$ cat src/rtl/ram_sp_if.sv
// Request/response signal bundle for the parametrised single-port RAM.
// parity_err exists only when RAM_PARITY_EN is defined.
interface ram_sp_if #(
  parameter int DATA_WIDTH = 32,
  parameter int ADDR_WIDTH = 6
);
  localparam int NUM_BYTES = DATA_WIDTH / 8;

  logic [DATA_WIDTH-1:0] data_in;
  logic [ADDR_WIDTH-1:0] address;
  logic                  write_enb;
  logic                  read_enb;
  logic [NUM_BYTES-1:0]  byte_enb;
  logic [DATA_WIDTH-1:0] data_out;
  logic                  data_valid;
  logic                  busy;
`ifdef RAM_PARITY_EN
  logic                  parity_err;
`endif

  modport master (
    output data_in, address, write_enb, read_enb, byte_enb,
`ifdef RAM_PARITY_EN
    input  parity_err,
`endif
    input  data_out, data_valid, busy
  );

  modport slave (
    input  data_in, address, write_enb, read_enb, byte_enb,
`ifdef RAM_PARITY_EN
    output parity_err,
`endif
    output data_out, data_valid, busy
  );
endinterface

$ cat src/rtl/ram_sp_param.sv
// Parametrised single-port RAM: byte-masked writes, pipelined reads with a
// data_valid strobe, optional post-reset clear, optional parity (RAM_PARITY_EN).
module ram_sp_param #(
  parameter int DATA_WIDTH = 32,
  parameter int ADDR_WIDTH = 6,
  parameter int RD_LATENCY = 1,
  parameter int INIT_CLEAR = 1
) (
  input logic   clk,
  input logic   reset,
  ram_sp_if.slave bus
);
  localparam int DEPTH     = 2 ** ADDR_WIDTH;
  localparam int NUM_BYTES = DATA_WIDTH / 8;

  typedef enum logic {ST_CLEAR, ST_READY} state_t;

  localparam state_t RST_STATE = (INIT_CLEAR != 0) ? ST_CLEAR : ST_READY;

  state_t                state_q, state_d;
  logic [ADDR_WIDTH-1:0] clr_addr_q, clr_addr_d;

  logic [NUM_BYTES-1:0]  wr_mask;
  logic [ADDR_WIDTH-1:0] wr_addr;
  logic [DATA_WIDTH-1:0] wr_data;
  logic                  rd_fire;

  logic [DATA_WIDTH-1:0] mem [DEPTH];
  logic [DATA_WIDTH-1:0] pipe_data [RD_LATENCY];
  logic [RD_LATENCY-1:0] pipe_vld;
  logic [DATA_WIDTH-1:0] data_out_q;
  logic                  data_valid_q;

  // ---------------------------------------------------------------------------
  // Clear sequencer
  // ---------------------------------------------------------------------------
  // NOTE: state registers use non-blocking assignments so every flop samples
  // pre-edge values regardless of process ordering.
  always_ff @(posedge clk or negedge reset) begin
    if (!reset) begin
      state_q    <= RST_STATE;
      clr_addr_q <= '0;
    end else begin
      state_q    <= state_d;
      clr_addr_q <= clr_addr_d;
    end
  end

  // NOTE: every combinational output gets a default first, so no path leaves
  // a variable unassigned and no latch is inferred.
  always_comb begin
    state_d    = state_q;
    clr_addr_d = clr_addr_q;
    case (state_q)
      ST_CLEAR: begin
        clr_addr_d = clr_addr_q + ADDR_WIDTH'(1);
        if (&clr_addr_q) state_d = ST_READY;
      end
      default: ;
    endcase
  end

  assign bus.busy = (state_q == ST_CLEAR);

  // ---------------------------------------------------------------------------
  // Write port: the clear sequencer owns the array while it runs; a write
  // request always beats a simultaneous read request.
  // ---------------------------------------------------------------------------
  always_comb begin
    wr_mask = '0;
    wr_addr = bus.address;
    wr_data = bus.data_in;
    if (reset) begin
      if (state_q == ST_CLEAR) begin
        wr_mask = '1;
        wr_addr = clr_addr_q;
        wr_data = '0;
      end else if (bus.write_enb) begin
        wr_mask = bus.byte_enb;
      end
    end
  end

  assign rd_fire = (state_q == ST_READY) && bus.read_enb && !bus.write_enb;

  // NOTE: the storage array has no reset; clearing it is the sequencer's job,
  // and a reset branch here would turn the RAM into a flop bank.
  always_ff @(posedge clk) begin
    for (int i = 0; i < NUM_BYTES; i++) begin
      if (wr_mask[i]) mem[wr_addr][8*i +: 8] <= wr_data[8*i +: 8];
    end
  end

`ifdef RAM_PARITY_EN
  logic [NUM_BYTES-1:0] par_mem [DEPTH];
  logic                 pipe_perr [RD_LATENCY];
  logic                 parity_err_q;

  function automatic logic [NUM_BYTES-1:0] byte_parity(input logic [DATA_WIDTH-1:0] w);
    logic [NUM_BYTES-1:0] p;
    p = '0;
    for (int i = 0; i < NUM_BYTES; i++) p[i] = ^w[8*i +: 8];
    return p;
  endfunction

  // Even parity per byte; untouched bytes keep their existing parity bit.
  always_ff @(posedge clk) begin
    for (int i = 0; i < NUM_BYTES; i++) begin
      if (wr_mask[i]) par_mem[wr_addr][i] <= ^wr_data[8*i +: 8];
    end
  end

  always_ff @(posedge clk) begin
    if (rd_fire)
      pipe_perr[0] <= |(par_mem[bus.address] ^ byte_parity(mem[bus.address]));
    for (int k = 1; k < RD_LATENCY; k++) pipe_perr[k] <= pipe_perr[k-1];
  end

  always_ff @(posedge clk or negedge reset) begin
    if (!reset) parity_err_q <= 1'b0;
    else        parity_err_q <= pipe_vld[RD_LATENCY-1] && pipe_perr[RD_LATENCY-1];
  end

  assign bus.parity_err = parity_err_q;
`endif

  // ---------------------------------------------------------------------------
  // Read pipeline: data is captured on the request edge, then shifted so the
  // result appears RD_LATENCY edges later.
  // ---------------------------------------------------------------------------
  always_ff @(posedge clk) begin
    if (rd_fire) pipe_data[0] <= mem[bus.address];
    for (int k = 1; k < RD_LATENCY; k++) pipe_data[k] <= pipe_data[k-1];
  end

  always_ff @(posedge clk or negedge reset) begin
    if (!reset) begin
      pipe_vld     <= '0;
      data_out_q   <= '0;
      data_valid_q <= 1'b0;
    end else begin
      pipe_vld[0] <= rd_fire;
      for (int k = 1; k < RD_LATENCY; k++) pipe_vld[k] <= pipe_vld[k-1];
      data_valid_q <= pipe_vld[RD_LATENCY-1];
      // data_out holds the last result between reads.
      if (pipe_vld[RD_LATENCY-1]) data_out_q <= pipe_data[RD_LATENCY-1];
    end
  end

  assign bus.data_out   = data_out_q;
  assign bus.data_valid = data_valid_q;

endmodule

$ cat src/flat_wrapper.sv
// flat-port wrapper written by rule: the top's interface ports become plain ports
module ram_sp_param_flat 
#(
  parameter int DATA_WIDTH = 32,
  parameter int ADDR_WIDTH = 6,
  parameter int RD_LATENCY = 1,
  parameter int INIT_CLEAR = 1
)
  (clk, reset, bus_data_in, bus_address, bus_write_enb, bus_read_enb, bus_byte_enb, bus_data_out, bus_data_valid, bus_busy);
  ram_sp_if #(.DATA_WIDTH(DATA_WIDTH), .ADDR_WIDTH(ADDR_WIDTH)) bus_i ();
  input logic clk;
  input logic reset;
  input wire logic [$bits(bus_i.data_in)-1:0] bus_data_in;
  input wire logic [$bits(bus_i.address)-1:0] bus_address;
  input wire logic [$bits(bus_i.write_enb)-1:0] bus_write_enb;
  input wire logic [$bits(bus_i.read_enb)-1:0] bus_read_enb;
  input wire logic [$bits(bus_i.byte_enb)-1:0] bus_byte_enb;
  output wire logic [$bits(bus_i.data_out)-1:0] bus_data_out;
  output wire logic [$bits(bus_i.data_valid)-1:0] bus_data_valid;
  output wire logic [$bits(bus_i.busy)-1:0] bus_busy;
  assign bus_i.data_in = bus_data_in;
  assign bus_i.address = bus_address;
  assign bus_i.write_enb = bus_write_enb;
  assign bus_i.read_enb = bus_read_enb;
  assign bus_i.byte_enb = bus_byte_enb;
  assign bus_data_out = bus_i.data_out;
  assign bus_data_valid = bus_i.data_valid;
  assign bus_busy = bus_i.busy;
  ram_sp_param #(.DATA_WIDTH(DATA_WIDTH), .ADDR_WIDTH(ADDR_WIDTH), .RD_LATENCY(RD_LATENCY), .INIT_CLEAR(INIT_CLEAR)) u_core (.clk(clk), .reset(reset), .bus(bus_i));
endmodule
$ cat config.mk
export PLATFORM = sky130hd
export DESIGN_NAME = ram_sp_param_flat
export DESIGN_NICKNAME = d
export VERILOG_FILES = /design/src/rtl/ram_sp_if.sv /design/src/rtl/ram_sp_param.sv /design/src/flat_wrapper.sv
export SDC_FILE = /design/constraint.sdc
export NUM_CORES = 2
export LEC_CHECK = 0
export BUFFER_PORTS_ARGS = -buffer_cell sky130_fd_sc_hd__buf_2
export CAP_MARGIN = 20
export CORE_ASPECT_RATIO = 0.5
export CORE_UTILIZATION = 63
export CTS_CLUSTER_DIAMETER = 40
export CTS_CLUSTER_SIZE = 12
export DETAILED_ROUTE_END_ITERATION = 12
export PLACE_DENSITY_LB_ADDON = 0.12
export SYNTH_ARGS = -nofsm -noshare
export SYNTH_HDL_FRONTEND = slang
export SYNTH_SLANG_ARGS = --single-unit
$ cat constraint.sdc
create_clock -name clk -period 4.76 [get_ports clk]
set_input_delay 0 -clock clk [delete_from_list [all_inputs] [get_ports clk]]
set_output_delay 0 -clock clk [all_outputs]
set_load 0.05 [all_outputs]
# [Word-level counts from Yosys, hierarchy flattened]
# Memory sizes are Yosys's and may differ from the RTL's. A register that Yosys moved wholly into a read port is not among the register bits.
# Index checks and enable logic that the tools add are counted.
# Widths: inputs -> output; s select.
[totals] word_cells=32 mem_count=2 ram_bits=2080 regBits=9 input_bits=46
[classes] n_addsub=1 n_bitwise=1 reduce_logical=5 muxes=19
[mem_list] name="u_core.mem" depth=64 word_bits=32 rd=1 rd_ports_with_merged_regs=0 wr=1 line_no="ram_sp_param.sv:28" source="logic [DATA_WIDTH-1:0] mem [DEPTH];"
[mem_list] name="u_core.pipe_data" depth=1 word_bits=32 rd=1 rd_ports_with_merged_regs=1 wr=1 line_no="ram_sp_param.sv:29" source="logic [DATA_WIDTH-1:0] pipe_data [RD_LATENCY];"
[op_table] cell="$mux 32" count=2
[op_table] cell="$mux 1" count=12
[op_table] cell="$mux 4" count=3
[op_table] cell="$mux 6" count=2
[op_table] cell="$add 6x1->6 const B" count=1
[op_table] cell="$reduce_and 6->1" count=1
[op_table] cell="$logic_and 1x1->1" count=2
[op_table] cell="$logic_not 1->1" count=2
[op_table] cell="$not 1->1" count=1

# [Longest topological paths before layout]
[depth] word_depth=5 mapped_depth=10

# [Least setup slack after synthesis]
# Ideal clock, no wire load.
[synth_path] path_type="reg2reg" start="register u_core.state_q" end="memory u_core.pipe_data[0][0] (enable)" required_ns=4.290 n_path_buf=1 setup_ns=0.470 slack_ns=1.041 path_stages_with_launch=4 arrival_time_ns=3.249 cell_sequence="dfrtp_1 -> buf_2 -> inv_1 -> nor3b_1"
[synth_between] elab_chain_cells=4
[synth_lines] element="from (decl)" line_no="ram_sp_param.sv:20" source="state_t state_q, state_d;"
[synth_lines] element="from (signal assigned)" line_no="ram_sp_param.sv:44" source="state_q <= state_d;"
[synth_lines] element="$logic_and 1x1->1 (2 in a row)" line_no="ram_sp_param.sv:84" source="assign rd_fire = (state_q == ST_READY) && bus.read_enb && !bus.write_enb;"
[synth_lines] element="via u_core.rd_fire" line_no="ram_sp_param.sv:26" source="logic rd_fire;"
[synth_lines] element="$mux 1" line_no="ram_sp_param.sv:132" source="if (rd_fire) pipe_data[0] <= mem[bus.address];"
[synth_lines] element="$mux 1 (implied by the code)" line_no="ram_sp_param.sv:132"
[synth_lines] element="to (decl)" line_no="ram_sp_param.sv:29"
# The timed path passes the listed nets, and every way through them passes these cells.

# [Worst setup path in the final report]
[layout_path] start="register u_core.state_q" end="memory u_core.mem[3][12] (enable)"
[layout_between] elab_chain_cells=4 word_cells_on_any_way=6 classes_between="mux (6)"
[layout_lines] element="$mux 4" line_no="ram_sp_param.sv:74" source="if (state_q == ST_CLEAR) begin"
[layout_lines] element="$mux 4" line_no="ram_sp_param.sv:73" source="if (reset) begin"
[layout_lines] element="$mux 1" line_no="ram_sp_param.sv:90" source="if (wr_mask[i]) mem[wr_addr][8*i +: 8] <= wr_data[8*i +: 8];"
[layout_lines] element="$mux 1 (implied by the code)" line_no="ram_sp_param.sv:90"
[layout_lines] element="to (decl)" line_no="ram_sp_param.sv:28"
# Several ways; a longest one is shown, not always the timed one.

==> flow_metrics.py <==
metrics = {
    "detailed_routing": {
        "drtAntennaViolNets": 0,
        "drt-initial-drc-count": 6443,
        "num_vias": 41500,
        "drc": 0,
        "routedWlPerCell_um": 36.1,
        "wl_um": 212000,
        "drt-pass1-iter-count": 7,
        "vias_per_cell": 7.06,
    },
    "synthesis": {
        "syn_inst": 3862,
        "synthAdderAreaFrac_pct": 0.0153,
        "synth_compound_area_share_pct": 2.52,
        "synth_fp_nets": 3909,
        "async_reset_ff_share_pct": 1.93,
        "ys_ff_latch": 2121,
        "yosysSeqAreaShare_pct": 77.8,
        "synth_enable_flop_cells": 2080,
        "synth_top_family_by_area": "multiplexers",
        "yosys.area_share.simple_pct": 3.04,
        "synth_area_sq_um": 81600,
        "synthXorXnorAreaFrac_pct": 0.0537,
        "synthMuxAreaShare_pct": 15.3,
        "synth_area_per_cell_sq_um": 21.1,
        "yosysWarnings": 0,
        "synthFlopType": "edfxtp_1",
        "synth_cell_types": 52,
    },
    "setup_path": {
        "crit_type": "reg -> reg",
        "rr_startpoint": "u_core.state_q",
        "r2r-end": "u_core.mem[3][12]",
        "r2r_cells": 6,
        "worstPathRequired_ns": 5.20,
        "critical_path.startpoint_type": "flop",
        "cp.arrival_ns": 4.62,
        "cp_max_fo": 42,
        "startpoint": "u_core.state_q",
        "endpoint_kind": "flop",
        "critical_path.endpoint": "u_core.mem[3][12]",
        "r2r_setup_slack_ns": 0.58,
    },
    "worst_hold_path": {
        "hp-start": "bus_data_in[18]",
        "hp-class": "in -> reg",
    },
    "die": {
        "ios": 80,
        "die_area_sq_um": 131000,
        "rows": 92,
        "dieWidth_um": 511,
        "die_height_um": 256,
        "start_util_pct": 64.2,
        "core-area_sq_um": 127000,
    },
    "pwr": {
        "power_density_nw_per_um2": 413,
        "p_leak_nw": 28.5,
        "ir_drop_v": 0.000497,
    },
    "sta": {
        "hold_viol": 0,
        "max_freq_mhz": 239,
        "rsz0062_at_grt": "no",
        "relSlewSlack_pct": 17.4,
        "setup_viol": 0,
        "tightest_slew_ns": 1.24,
        "period_needed_ns": 4.18,
        "fin_setup_tns_ns": 0,
        "finClkSkew_ns": 0.0275,
        "slew_violations": 0,
        "fin_crit_sh_pct": 87.7,
    },
    "placement": {
        "port_buffers": 79,
        "globalplace.congestion": 0.899,
        "dpl.hpwl_um": 132000,
    },
    "cts": {
        "clock-root-buffer": "clkbuf_16",
        "cts_max_path_buffers": 3,
        "post_cts.repair.setup_buffers": 0,
        "h-tree-depth": 4,
        "cts_resized": 0,
        "cts_tree": "yes",
        "cts_buffers": 198,
        "clkSinkCount": 2121,
        "clk_pin_slew_ns": 0.06,
        "clock_latency_ns": 0.82,
    },
    "outcome": {
        "status": "finished, final reports clean",
    },
    "layout": {
        "finish.utilization_pct": 70.9,
        "area_growth_pct": 10.5,
        "n_fill_cell": 7434,
        "layout-drive-gt1-share_pct": 25.0,
        "nets": 4111,
    },
    "global_route": {
        "grt_pass1_wl_um": 300000,
        "grt_antenna_before_repair": 11,
        "track_usage_pct": 33.0,
        "grt_pass1_vias": 41100,
        "gr-total-overflow": 0,
        "grt_max_degree": 120,
    },
    "run": {
        "cap_violations": 0,
    },
}
## power by group
group	leakage, nW	total, mW	switching, mW	internal [mW]
Combinational	6.18	2.07	1.40	0.672
Clock	2.74	14.5	6.50	8.04
Sequential	19.5	20.6	0.0268	20.6
## registers in the layout, summed over array words and instances, names as in the netlist
| register | count |
|---|---|
| u_core.pipe_data | 32 |
| u_core.state_q | 1 |
| u_core.bus.data_valid | 1 |
| u_core.pipe_vld | 1 |
| u_core.bus.data_out | 32 |
| u_core.clr_addr_q | 6 |
| u_core.mem | 2048 |
## repair_timing
| item | in CTS | in global routing |
|---|---|---|
| hold buffers | 20 | 3 |
| setup endpoints to repair | 0 | 0 |
| endpoints found under the hold margin | 378 | 129 |
## synthesized netlist by cell type (31+ instances only)
| library cell | count | share of area [%] |
|---|---|---|
| and2_1 | 34 | 0.26 |
| buf_1 | 31 | 0.14 |
| buf_2 | 87 | 0.53 |
| buf_4 | 32 | 0.29 |
| clkbuf_1 | 65 | 0.30 |
| dfrtp_1 | 41 | 1.3 |
| edfxtp_1 | 2080 | 77 |
| mux2_2 | 105 | 1.4 |
| mux2i_1 | 44 | 0.54 |
| mux4_2 | 480 | 13 |
| nand2_1 | 137 | 0.63 |
| nor2_1 | 285 | 1.3 |
| o21ai_0 | 37 | 0.23 |
| o22ai_1 | 157 | 1.2 |
## critical path, stage by stage, from the launching register on
cell      delay, ns
dfrtp_1        0.53
nand2b_1       0.30
buf_4          0.42
mux2i_2        0.20
nor3_2         0.83
nand2_1        0.73
nor2_1         0.80
## per-layer routing
| layer | vias up | global-route usage [%] | routed length, um |
|---|---|---|---|
| met5 | - | 0 | 47 |
| met4 | 8 | 10.5 | 6210 |
| met3 | 366 | 10.0 | 28300 |
| met2 | 2910 | 48.6 | 97100 |
| met1 | 21800 | 48.0 | 80800 |
| li1 | 16400 | - | - |
## kinds of logic (layout without fill, tap and decap cells)
logic type | after synthesis | count (layout)
XOR/XNOR | 5 | 5
AO/OA/AOI/OAI | 312 | 312
flip-flops | 2121 | 2121
multiplexers | 630 | 630
buffers and inverters | 221 | 542
adder cells (fa/ha/maj) | 1 | 1
other | 0 | 2
AND/OR/NAND/NOR | 572 | 572
## layout make-up
type,instances,area [sq um],area share [%]
flip-flops and latches,2121,63500,70.4
multi-input cells,1520,17100,19.0
clock buffers,308,5570,6.18
well taps,1692,2120,2.35
repair buffers,219,1770,1.96
clock inverters,11,118,0.130
inverters,4,16.3,0.0180
diodes,2,5.00,0.00555
## through the flow
| step | instance area [sq um] | hold WS (ns) | worst slack [ns] | std cells | power [mW] |
|---|---|---|---|---|---|
| after floorplan | 81600 | -0.296 | 1.04 | 3862 | 22.2 |
| after global placement | 84100 | 0.289 | 0.992 | 5527 | 23.0 |
| after detailed placement | 84100 | 0.299 | 0.795 | 5527 | 23.0 |
| after CTS | 90000 | 0.00485 | 0.756 | 5866 | 37.2 |
| after global routing | 90200 | 0.0435 | 0.575 | 5875 | 38.0 |
| final | 90200 | 0.0543 | 0.584 | 5877 | 37.2 |
## how the worst min path moves through the flow
stage | slack, ns | to | depth (start not counted)
2_1_floorplan | -0.30 | u_core.bus.data_out[0] | 0
4_1_cts | 0.005 | u_core.mem[1][27] | 2
3_3_place_gp | 0.29 | u_core.bus.data_out[31] | 2
5_1_grt | 0.04 | u_core.mem[1][27] | 2
3_5_place_dp | 0.30 | u_core.bus.data_out[31] | 2
6_report | 0.05 | u_core.mem[59][18] | 2
## cells in the final DEF (no fill, tap or decap), drive strengths merged, types with 28 or more instances in the layout
cell,count
and2,34
nor2,285
o21ai,41
nand2,137
mux2i,45
mux4,480
mux2,105
o22ai,157
buf,196
clkbuf,308
edfxtp,2080
dfrtp,41
o221ai,28
(Power assumes the default switching activity.)
